<file path="config.mk">
export PLATFORM = sky130hd
export DESIGN_NAME = keypad_scan_4x4
export DESIGN_NICKNAME = d
export VERILOG_FILES = /design/src/rtl/keypad_scan_4x4.sv
export SDC_FILE = /design/constraint.sdc
export NUM_CORES = 1
export LEC_CHECK = 0
export ABC_AREA = 1
export BUFFER_PORTS_ARGS = -buffer_cell sky130_fd_sc_hd__buf_2
export CORE_ASPECT_RATIO = 1.2
export CORE_MARGIN = 10
export CORE_UTILIZATION = 56
export CTS_CLUSTER_SIZE = 14
export DETAILED_ROUTE_END_ITERATION = 10
export HOLD_SLACK_MARGIN = 0.15
export PLACE_DENSITY = 0.72
export SETUP_SLACK_MARGIN = 0.5
export SLEW_MARGIN = 20
export SYNTH_ARGS = -nofsm -noshare
export SYNTH_HDL_FRONTEND = slang
export SYNTH_SLANG_ARGS = --single-unit
</file>
<file path="constraint.sdc">
create_clock -name clk -period 10.55 [get_ports clk]
set_clock_uncertainty 0.1 [all_clocks]
set_input_delay 1.5825 -clock clk [delete_from_list [all_inputs] [get_ports clk]]
set_output_delay 1.5825 -clock clk [all_outputs]
set_load 0.1 [all_outputs]
</file>
<file path="src/rtl/keypad_scan_4x4.sv">
// 4x4 keypad scanner: one-hot active-low column strobe, 2-flop row sync, frame-based press/release debounce.
// key_valid fires one clk after the frame-end tick of the DEBOUNCE_SCANS-th stable frame; no backpressure, pulse-only output.
module keypad_scan_4x4 #(
   parameter int SCAN_DIV       = 50000,
   parameter int DEBOUNCE_SCANS = 4
) (
   input  logic       clk,
   input  logic       reset,
   input  logic [3:0] row_in,
   output logic [3:0] col_out,
   output logic [3:0] key_code,
   output logic       key_valid,
   output logic       key_held,
   output logic       multi_key
);

   localparam int PW = (SCAN_DIV > 1) ? $clog2(SCAN_DIV) : 1;
   localparam int CW = $clog2(DEBOUNCE_SCANS + 1);
   localparam logic [PW-1:0] PRESC_MAX = PW'(SCAN_DIV - 1);
   localparam logic [CW-1:0] DS_MAX    = CW'(DEBOUNCE_SCANS);
   localparam logic [CW-1:0] DS_M1     = CW'(DEBOUNCE_SCANS - 1);

   typedef enum logic [1:0] {IDLE, DEB_PRESS, PRESSED, DEB_REL} state_t;

   logic [3:0]    row_s1, row_s2;
   logic [PW-1:0] presc;
   logic [1:0]    col_idx;
   logic [1:0]    col_nxt;
   logic [15:0]   frame;
   logic          eval;
   logic          tick;

   assign tick    = (presc == PRESC_MAX);
   assign col_nxt = col_idx + 2'd1;

   always_ff @(posedge clk or negedge reset) begin
      if (!reset) begin
         row_s1  <= 4'hF;
         row_s2  <= 4'hF;
         presc   <= '0;
         col_idx <= 2'd0;
         col_out <= 4'b1110;
         frame   <= '0;
         eval    <= 1'b0;
      end else begin
         row_s1 <= row_in;
         row_s2 <= row_s1;
         eval   <= 1'b0;
         if (eval)
            frame <= '0;
         // A tick never lands on the eval cycle because SCAN_DIV >= 3.
         if (tick) begin
            presc                        <= '0;
            frame[{col_idx, 2'b00} +: 4] <= ~row_s2;
            col_idx                      <= col_nxt;
            col_out                      <= ~(4'b0001 << col_nxt);
            if (col_idx == 2'd3)
               eval <= 1'b1;
         end else begin
            presc <= presc + 1'b1;
         end
      end
   end

   // Frame bit index is col*4+row; key code is row*4+col.
   logic [4:0] n_keys;
   logic [3:0] code;
   logic       is_none, is_single, is_multi;

   always_comb begin
      n_keys = 5'd0;
      code   = 4'd0;
      for (int i = 0; i < 16; i++) begin
         if (frame[i]) begin
            n_keys = n_keys + 5'd1;
            code   = 4'((i % 4) * 4 + i / 4);
         end
      end
   end

   assign is_none   = (n_keys == 5'd0);
   assign is_single = (n_keys == 5'd1);
   assign is_multi  = (n_keys > 5'd1);

   state_t        state;
   logic [3:0]    cand;
   logic [CW-1:0] cnt, rcnt;

   always_ff @(posedge clk or negedge reset) begin
      if (!reset) begin
         state     <= IDLE;
         cand      <= 4'd0;
         cnt       <= '0;
         rcnt      <= '0;
         key_code  <= 4'd0;
         key_valid <= 1'b0;
         key_held  <= 1'b0;
         multi_key <= 1'b0;
      end else begin
         key_valid <= 1'b0;
         if (eval) begin
            multi_key <= is_multi;
            case (state)
               IDLE: begin
                  if (is_single) begin
                     cand <= code;
                     cnt  <= CW'(1);
                     if (DEBOUNCE_SCANS == 1) begin
                        key_code  <= code;
                        key_valid <= 1'b1;
                        key_held  <= 1'b1;
                        cnt       <= DS_MAX;
                        state     <= PRESSED;
                     end else begin
                        state <= DEB_PRESS;
                     end
                  end
               end
               DEB_PRESS: begin
                  if (is_single && code == cand) begin
                     if (cnt >= DS_M1) begin
                        key_code  <= cand;
                        key_valid <= 1'b1;
                        key_held  <= 1'b1;
                        cnt       <= DS_MAX;
                        state     <= PRESSED;
                     end else begin
                        cnt <= cnt + 1'b1;
                     end
                  end else if (is_single) begin
                     cand <= code;
                     cnt  <= CW'(1);
                  end else begin
                     cnt   <= '0;
                     state <= IDLE;
                  end
               end
               PRESSED: begin
                  if (is_none) begin
                     rcnt <= CW'(1);
                     if (DEBOUNCE_SCANS == 1) begin
                        key_held <= 1'b0;
                        cnt      <= '0;
                        rcnt     <= DS_MAX;
                        state    <= IDLE;
                     end else begin
                        state <= DEB_REL;
                     end
                  end
               end
               DEB_REL: begin
                  if (is_none) begin
                     if (rcnt >= DS_M1) begin
                        key_held <= 1'b0;
                        cnt      <= '0;
                        rcnt     <= DS_MAX;
                        state    <= IDLE;
                     end else begin
                        rcnt <= rcnt + 1'b1;
                     end
                  end else begin
                     rcnt  <= '0;
                     state <= PRESSED;
                  end
               end
               default: state <= IDLE;
            endcase
         end
      end
   end

endmodule

</file>
==> results of run 1 <==
-- power by group --
group	leakage (nW)	internal, mW	switching (mW)
Clock	0.0924	0.0977	0.0957
Combinational	2.18	0.00110	0.00478
Sequential	0.869	0.256	0.000659
Total	3.15	0.355	0.101
-- cell type report --
type / instances / area (um2)
Clock inverter: 4 / 26.3
Inverter: 139 / 522
Sequential cell: 66 / 1670
Fill cell: 857 / 3230
Clock buffer: 12 / 155
Multi-Input combinational cell: 513 / 2870
Tap cell: 117 / 146
Timing Repair Buffer: 17 / 87.6
-- worst reg2reg max path: cells and delay by family, from the launching register on --
family,cells,cell delay (ns)
compound gates,3,0.30
fa+ha+maj,14,3.70
buf+inv,11,0.66
flops,1,0.39
simple gates,33,4.06
-- layer usage --
metal	wire length [um]	track usage	vias to the layer above
li1	-	-	2340
met4	265	0.0864	0
met3	203	0.0196	21
met1	4520	0.182	2007
met5	0	0	-
met2	4760	0.278	48
-- what timing repair did --
| action | in CTS | in global routing |
|---|---|---|
| endpoints found under the setup margin | 0 | 17 |
| buffers inserted | 0 | 0 |
| gates resized for setup | 0 | 8 |
-- state kept, by name, summed over array words and instances, names as in the netlist, 2 cells and up --
| name | cells |
|---|---|
| frame | 16 |
| presc | 16 |
| cand | 4 |
| col_out | 4 |
| key_code | 4 |
| row_s1 | 4 |
| row_s2 | 4 |
| cnt | 3 |
| rcnt | 3 |
| col_idx | 2 |
| state | 2 |
-- cells by family (layout without fill, tap and decap cells) --
family,count (synthesis),count (layout),synth area share
AND/OR/NAND/NOR,425,425,0.421
adder cells (fa/ha/maj),25,25,0.0621
flip-flops,66,66,0.330
XOR/XNOR,6,6,0.0104
AO/OA/AOI/OAI,57,57,0.0705
buffers and inverters,141,172,0.105
-- synthesized netlist by cell type, types with 7 or more instances --
| cell | instances |
|---|---|
| nand2_1 | 182 |
| inv_1 | 124 |
| nand3_1 | 74 |
| nor2_1 | 65 |
| dfrtp_1 | 55 |
| nand2_2 | 40 |
| ha_1 | 25 |
| nand3_2 | 20 |
| o31ai_1 | 14 |
| inv_2 | 13 |
| o21ai_0 | 13 |
| dfstp_2 | 11 |
| o21ai_1 | 11 |
| nand3b_1 | 9 |
| a21oi_1 | 7 |
-- metrics by stage --
step           power (mW)  hold slack, ns  instance area [um2]
3_5_place_dp        0.267           0.247                 5270
6_report            0.456           0.250                 5470
4_1_cts             0.462           0.253                 5450
3_3_place_gp        0.267           0.246                 5270
2_1_floorplan       0.261           0.245                 5040
5_1_grt             0.473           0.254                 5470
-- worst max-delay path by stage --
stage,end,slack (ns)
floorplan,key_held,1.76
global placement,key_held,1.40
detailed placement,key_held,1.17
CTS,key_held,1.11
global route,key_held,0.51
finish,rcnt[0],1.26
==> results.sh, run 1 <==
export IMPL_initial_core_util=0.579
export IMPL_min_path_type="reg -> reg"
export IMPL_core_area_mm2=0.00870
export IMPL_cap_viol_max_count=0
export IMPL_worstMarginPinSlew_ns=0.790
export IMPL_cts_root_buf="clkbuf_8"
export IMPL_grt_pass1_vias=4322
export IMPL_ys_types=38
export IMPL_avgSynthCellArea_um2=7.00
export IMPL_vias=4416
export IMPL_fin_crit_ns=9.29
export IMPL_regToRegEndpoint="rcnt[0]"
export IMPL_holdPathEnd="row_s2[2]"
export IMPL_syn2layout_area_growth_pct=8.59
export IMPL_clkTransAtPathRegs_ns=0.07
export IMPL_r2r_setup_slack_ns=1.26
export IMPL_finish_net_count=777
export IMPL_final_common_cell="nand2_1"
export IMPL_fmax_mhz=108
export IMPL_routed_via_density=5.09
export IMPL_slew_headroom=0.473
export IMPL_syn_area_mm2=0.00504
export IMPL_synth_edf_count=0
export IMPL_clk_latency_ns=0.35
export IMPL_n_antenna_cell=0
export IMPL_status="finished clean"
export IMPL_postSynthCellCount=720
export IMPL_synth_area_leader_cell="dfrtp_1"
export IMPL_routed_wl_um=9750
export IMPL_ys_ff_latch=66
export IMPL_setup_ws_ns=1.26
export IMPL_cp_max_fo=4
export IMPL_hp_start="row_s1[2]"
export IMPL_place_inst=852
export IMPL_finalNonFillerCells=868
export IMPL_fin_util=0.629
export IMPL_rsz0062_at_grt="no"
export IMPL_critPathSlowestCell="dfrtp_1"
export IMPL_hold_buffers=0
export IMPL_crit_buf_inv=11
export IMPL_grt_pass1_wl_um=17500
export IMPL_drtIter0Drc=204
export IMPL_r2r_start="frame[0]"
export IMPL_htree_levels=3
export IMPL_numCtsBuffers=9
export IMPL_synthFlopType="dfrtp_1"
export IMPL_drt_pass1_iter_count=5
export IMPL_synth_seq_area_share=0.330
export IMPL_die_x_um=107
export IMPL_port_buffers=16
export IMPL_cp_common_cell="nand2_1"
export IMPL_clockBufferDepth=2
export IMPL_grt_start_max_net_pins=67
export IMPL_crit_arrival_ns=9.43
export IMPL_place_ws_ns=1.17
export IMPL_finalMaxSlewViolations=0
export IMPL_rows=37
export IMPL_fin_crit_sh=0.881
export IMPL_drc=0
export IMPL_synth_top_cell_area_share=0.273
export IMPL_synthTopCellsByArea="dfrtp_1, nand2_1, inv_1"
export IMPL_setup_tns_ns=0
export IMPL_cts_tree="yes"
export IMPL_finalSetupViolCount=0
export IMPL_grt_overflow_total=0
export IMPL_final_cell_mix="nand2_1, inv_1, nand3_1"
export IMPL_worst_ir_drop_vdd_uv=90.7
export IMPL_synthArstFlopShare=1.00
export IMPL_io_pins=17
export IMPL_avgRoutedWirePerCell_um=11.2
export IMPL_startpoint_type="flop"
export IMPL_synth_warnings=0
export IMPL_power_per_cell_area_mw_per_mm2=83.3
export IMPL_cts_sinks=66
export IMPL_antenna_found_initial=0
export IMPL_dpl_hpwl_um=7690
export IMPL_fp_dieArea_mm2=0.0132
export IMPL_slowest_delay_ns=0.39
export IMPL_drtAntennaViolNets=0
export IMPL_grt_use_total=0.157
export IMPL_gp_congestion=0.849
export IMPL_path_delay_family="simple AND/OR/NAND/NOR gates"
export IMPL_cp_startpoint="frame[0]"
export IMPL_rr_worst_depth=61
export IMPL_cp_required_ns=10.69
export IMPL_hold_depth=0
export IMPL_p_leak_nw=3.15
export IMPL_layout_drive_gt1_share=0.190
export IMPL_die_h_um=124
export IMPL_syn_nets=751
export IMPL_hold_viol_final=0
export IMPL_critPathCaptureType="flop"
export IMPL_critPathKind="reg -> reg"
export IMPL_crit_cells=61
No activity file was read; power rests on OpenSTA's default activity.
==> inputs of run 2 (changes only) <==
- CORE_MARGIN: 10 -> not set
- HOLD_SLACK_MARGIN: 0.15 -> 0.05
- PLACE_DENSITY: 0.72 -> 0.75
- clock period: 10.55 -> 8.3 ns (I/O delays scaled with it)
==> results.sh, run 2 (synthesis gave the netlist of run 1 again) <==
export IMPL_avgRoutedWirePerCell_um=20.0
export IMPL_register_area_mm2=0.00167
export IMPL_cts_tree="yes"
export IMPL_numCtsBuffers=9
export IMPL_violations="setup timing"
export IMPL_n_antenna_cell=0
export IMPL_clk_latency_ns=0.36
export IMPL_initial_core_util=0.582
export IMPL_met3_length_um=2090
export IMPL_cp_required_ns=8.48
export IMPL_power_frac_comb=0.012
export IMPL_path_delay_family="buffers and inverters"
export IMPL_rows=37
export IMPL_layout_drive_gt1_share=0.435
export IMPL_port_buffers=16
export IMPL_wl_met2_um=9340
export IMPL_power_per_cell_area_mw_per_mm2=81.7
export IMPL_fin_crit_sh=1.10
export IMPL_grt_overflow_total=0
export IMPL_startpoint_type="flop"
export IMPL_clockBufferDepth=2
export IMPL_critPathCaptureType="flop"
export IMPL_p_leak_nw=4.09
export IMPL_pwr_share_seq=0.531
export IMPL_status="complete, but fails checks"
export IMPL_slowest_delay_ns=0.40
export IMPL_crit_buf_inv=34
export IMPL_worst_ir_drop_vdd_uv=133
export IMPL_die_x_um=88.6
export IMPL_final_common_cell="nand2_1"
export IMPL_cp_max_fo=5
export IMPL_min_path_type="reg -> reg"
export IMPL_cts_root_buf="clkbuf_8"
export IMPL_gp_congestion=0.861
export IMPL_crit_arrival_ns=9.28
export IMPL_grt_use_total=0.373
export IMPL_cap_viol_max_count=0
export IMPL_setup_ws_ns=-0.808
export IMPL_grt_pass1_wl_um=26400
export IMPL_htree_levels=3
export IMPL_reg_largest_list="frame (16), presc (16)"
export IMPL_worstMarginPinSlew_ns=0.853
export IMPL_met1_length_um=6670
export IMPL_routed_wl_um=20000
export IMPL_cts_sinks=66
export IMPL_cp_common_cell="buf_6"
export IMPL_core_area_mm2=0.00866
export IMPL_dpl_hpwl_um=8020
export IMPL_r2r_start="frame[1]"
export IMPL_drc=0
export IMPL_finalSetupViolCount=19
export IMPL_cp_startpoint="frame[1]"
export IMPL_hp_start="row_s1[0]"
export IMPL_slew_headroom=0.431
export IMPL_multiInputGateArea_mm2=0.00368
export IMPL_fp_dieArea_mm2=0.00939
export IMPL_antenna_found_initial=0
export IMPL_routed_via_density=6.02
export IMPL_finalMaxSlewViolations=0
export IMPL_power_mw=0.615
export IMPL_hold_viol_final=0
export IMPL_power_share_switching=0.217
export IMPL_drtIter0Drc=533
export IMPL_die_h_um=106
export IMPL_io_pins=17
export IMPL_clkTransAtPathRegs_ns=0.07
export IMPL_internal_power_mw=0.481
export IMPL_num_fill_cells=452
export IMPL_fin_crit_ns=9.11
export IMPL_grt_start_max_net_pins=67
export IMPL_final_cell_mix="nand2_1, inv_1, buf_4"
export IMPL_critPathSlowestCell="dfrtp_1"
export IMPL_switching_power_mw=0.134
export IMPL_drt_pass1_iter_count=5
export IMPL_place_ws_ns=-0.371
export IMPL_critPathKind="reg -> reg"
export IMPL_drtAntennaViolNets=0
export IMPL_fmax_mhz=110
export IMPL_top_layer="met5"
export IMPL_syn2layout_area_growth_pct=49.3
export IMPL_clkPwrFrac=0.457
export IMPL_finish_net_count=906
export IMPL_vias=6000
export IMPL_grt_pass1_vias=5735
export IMPL_rsz0062_at_grt="yes"
## run 2: cell types whose count changed in the layout (fill, tap and decap cells not counted), sizes merged
cell	change
clkinvlp	+1
clkinv	-2
buf	+129
bufinv	+1
## run 2: final cells by class
class | count | area share
Multi-Input combinational cell | 513 | 0.489
Sequential cell | 66 | 0.221
Timing Repair Buffer | 146 | 0.171
Inverter | 139 | 0.0720
Clock buffer | 12 | 0.0206
Tap cell | 117 | 0.0195
Clock inverter | 4 | 0.00665
## run 2: per-stage QoR
step / TNS (ns) / area, um2 / hold slack (ns) / utilization / std cells
finish: -14.18 / 7530 / 0.258 / 0.869 / 997
global route: -20.16 / 7530 / 0.265 / 0.869 / 997
CTS: -0.00375 / 6970 / 0.261 / 0.805 / 987
detailed placement: -6.08 / 5480 / 0.251 / 0.632 / 871
global placement: -0.283 / 5480 / 0.246 / 0.632 / 871
floorplan: 0 / 5110 / 0.245 / - / 720
## run 2: what timing repair did
item                       CTS  global route
setup buffers              100            10
hold buffers                 0             0
pin swaps                   46            77
setup endpoints to repair   19            19
gates resized for setup    127           113
## run 2: final timing paths
kind,endpoint,slack [ns],cells past startpoint
setup / recovery,cand[1],-0.81,72
hold / removal,row_s2[0],0.26,0
setup reg to reg,cand[1],-0.81,72
hold reg to reg,row_s2[0],0.26,0
max in group asynchronous,frame[0],6.59,2
min in group asynchronous,key_held,0.94,2
## run 2: worst reg2reg max path: cells and delay by family (launching register included)
family	cells	cell delay [ns]
simple gates	32	3.50
flops	1	0.40
fa+ha+maj	5	1.20
buf+inv	34	3.75
compound gates	1	0.11
## run 2: power groups by stage
stage,registers [mW],logic (mW),clock network [mW]
detailed placement,0.332,0.00803,0
finish,0.326,0.00759,0.281
global route,0.326,0.00908,0.293
floorplan,0.332,0.000294,0
CTS,0.326,0.00798,0.283
global placement,0.332,0.00781,0
## run 2: layer usage
layer,track usage,up-vias
li1,-,2601
met1,0.392,2812
met2,0.630,403
met3,0.109,178
met4,0.256,6
met5,0,-
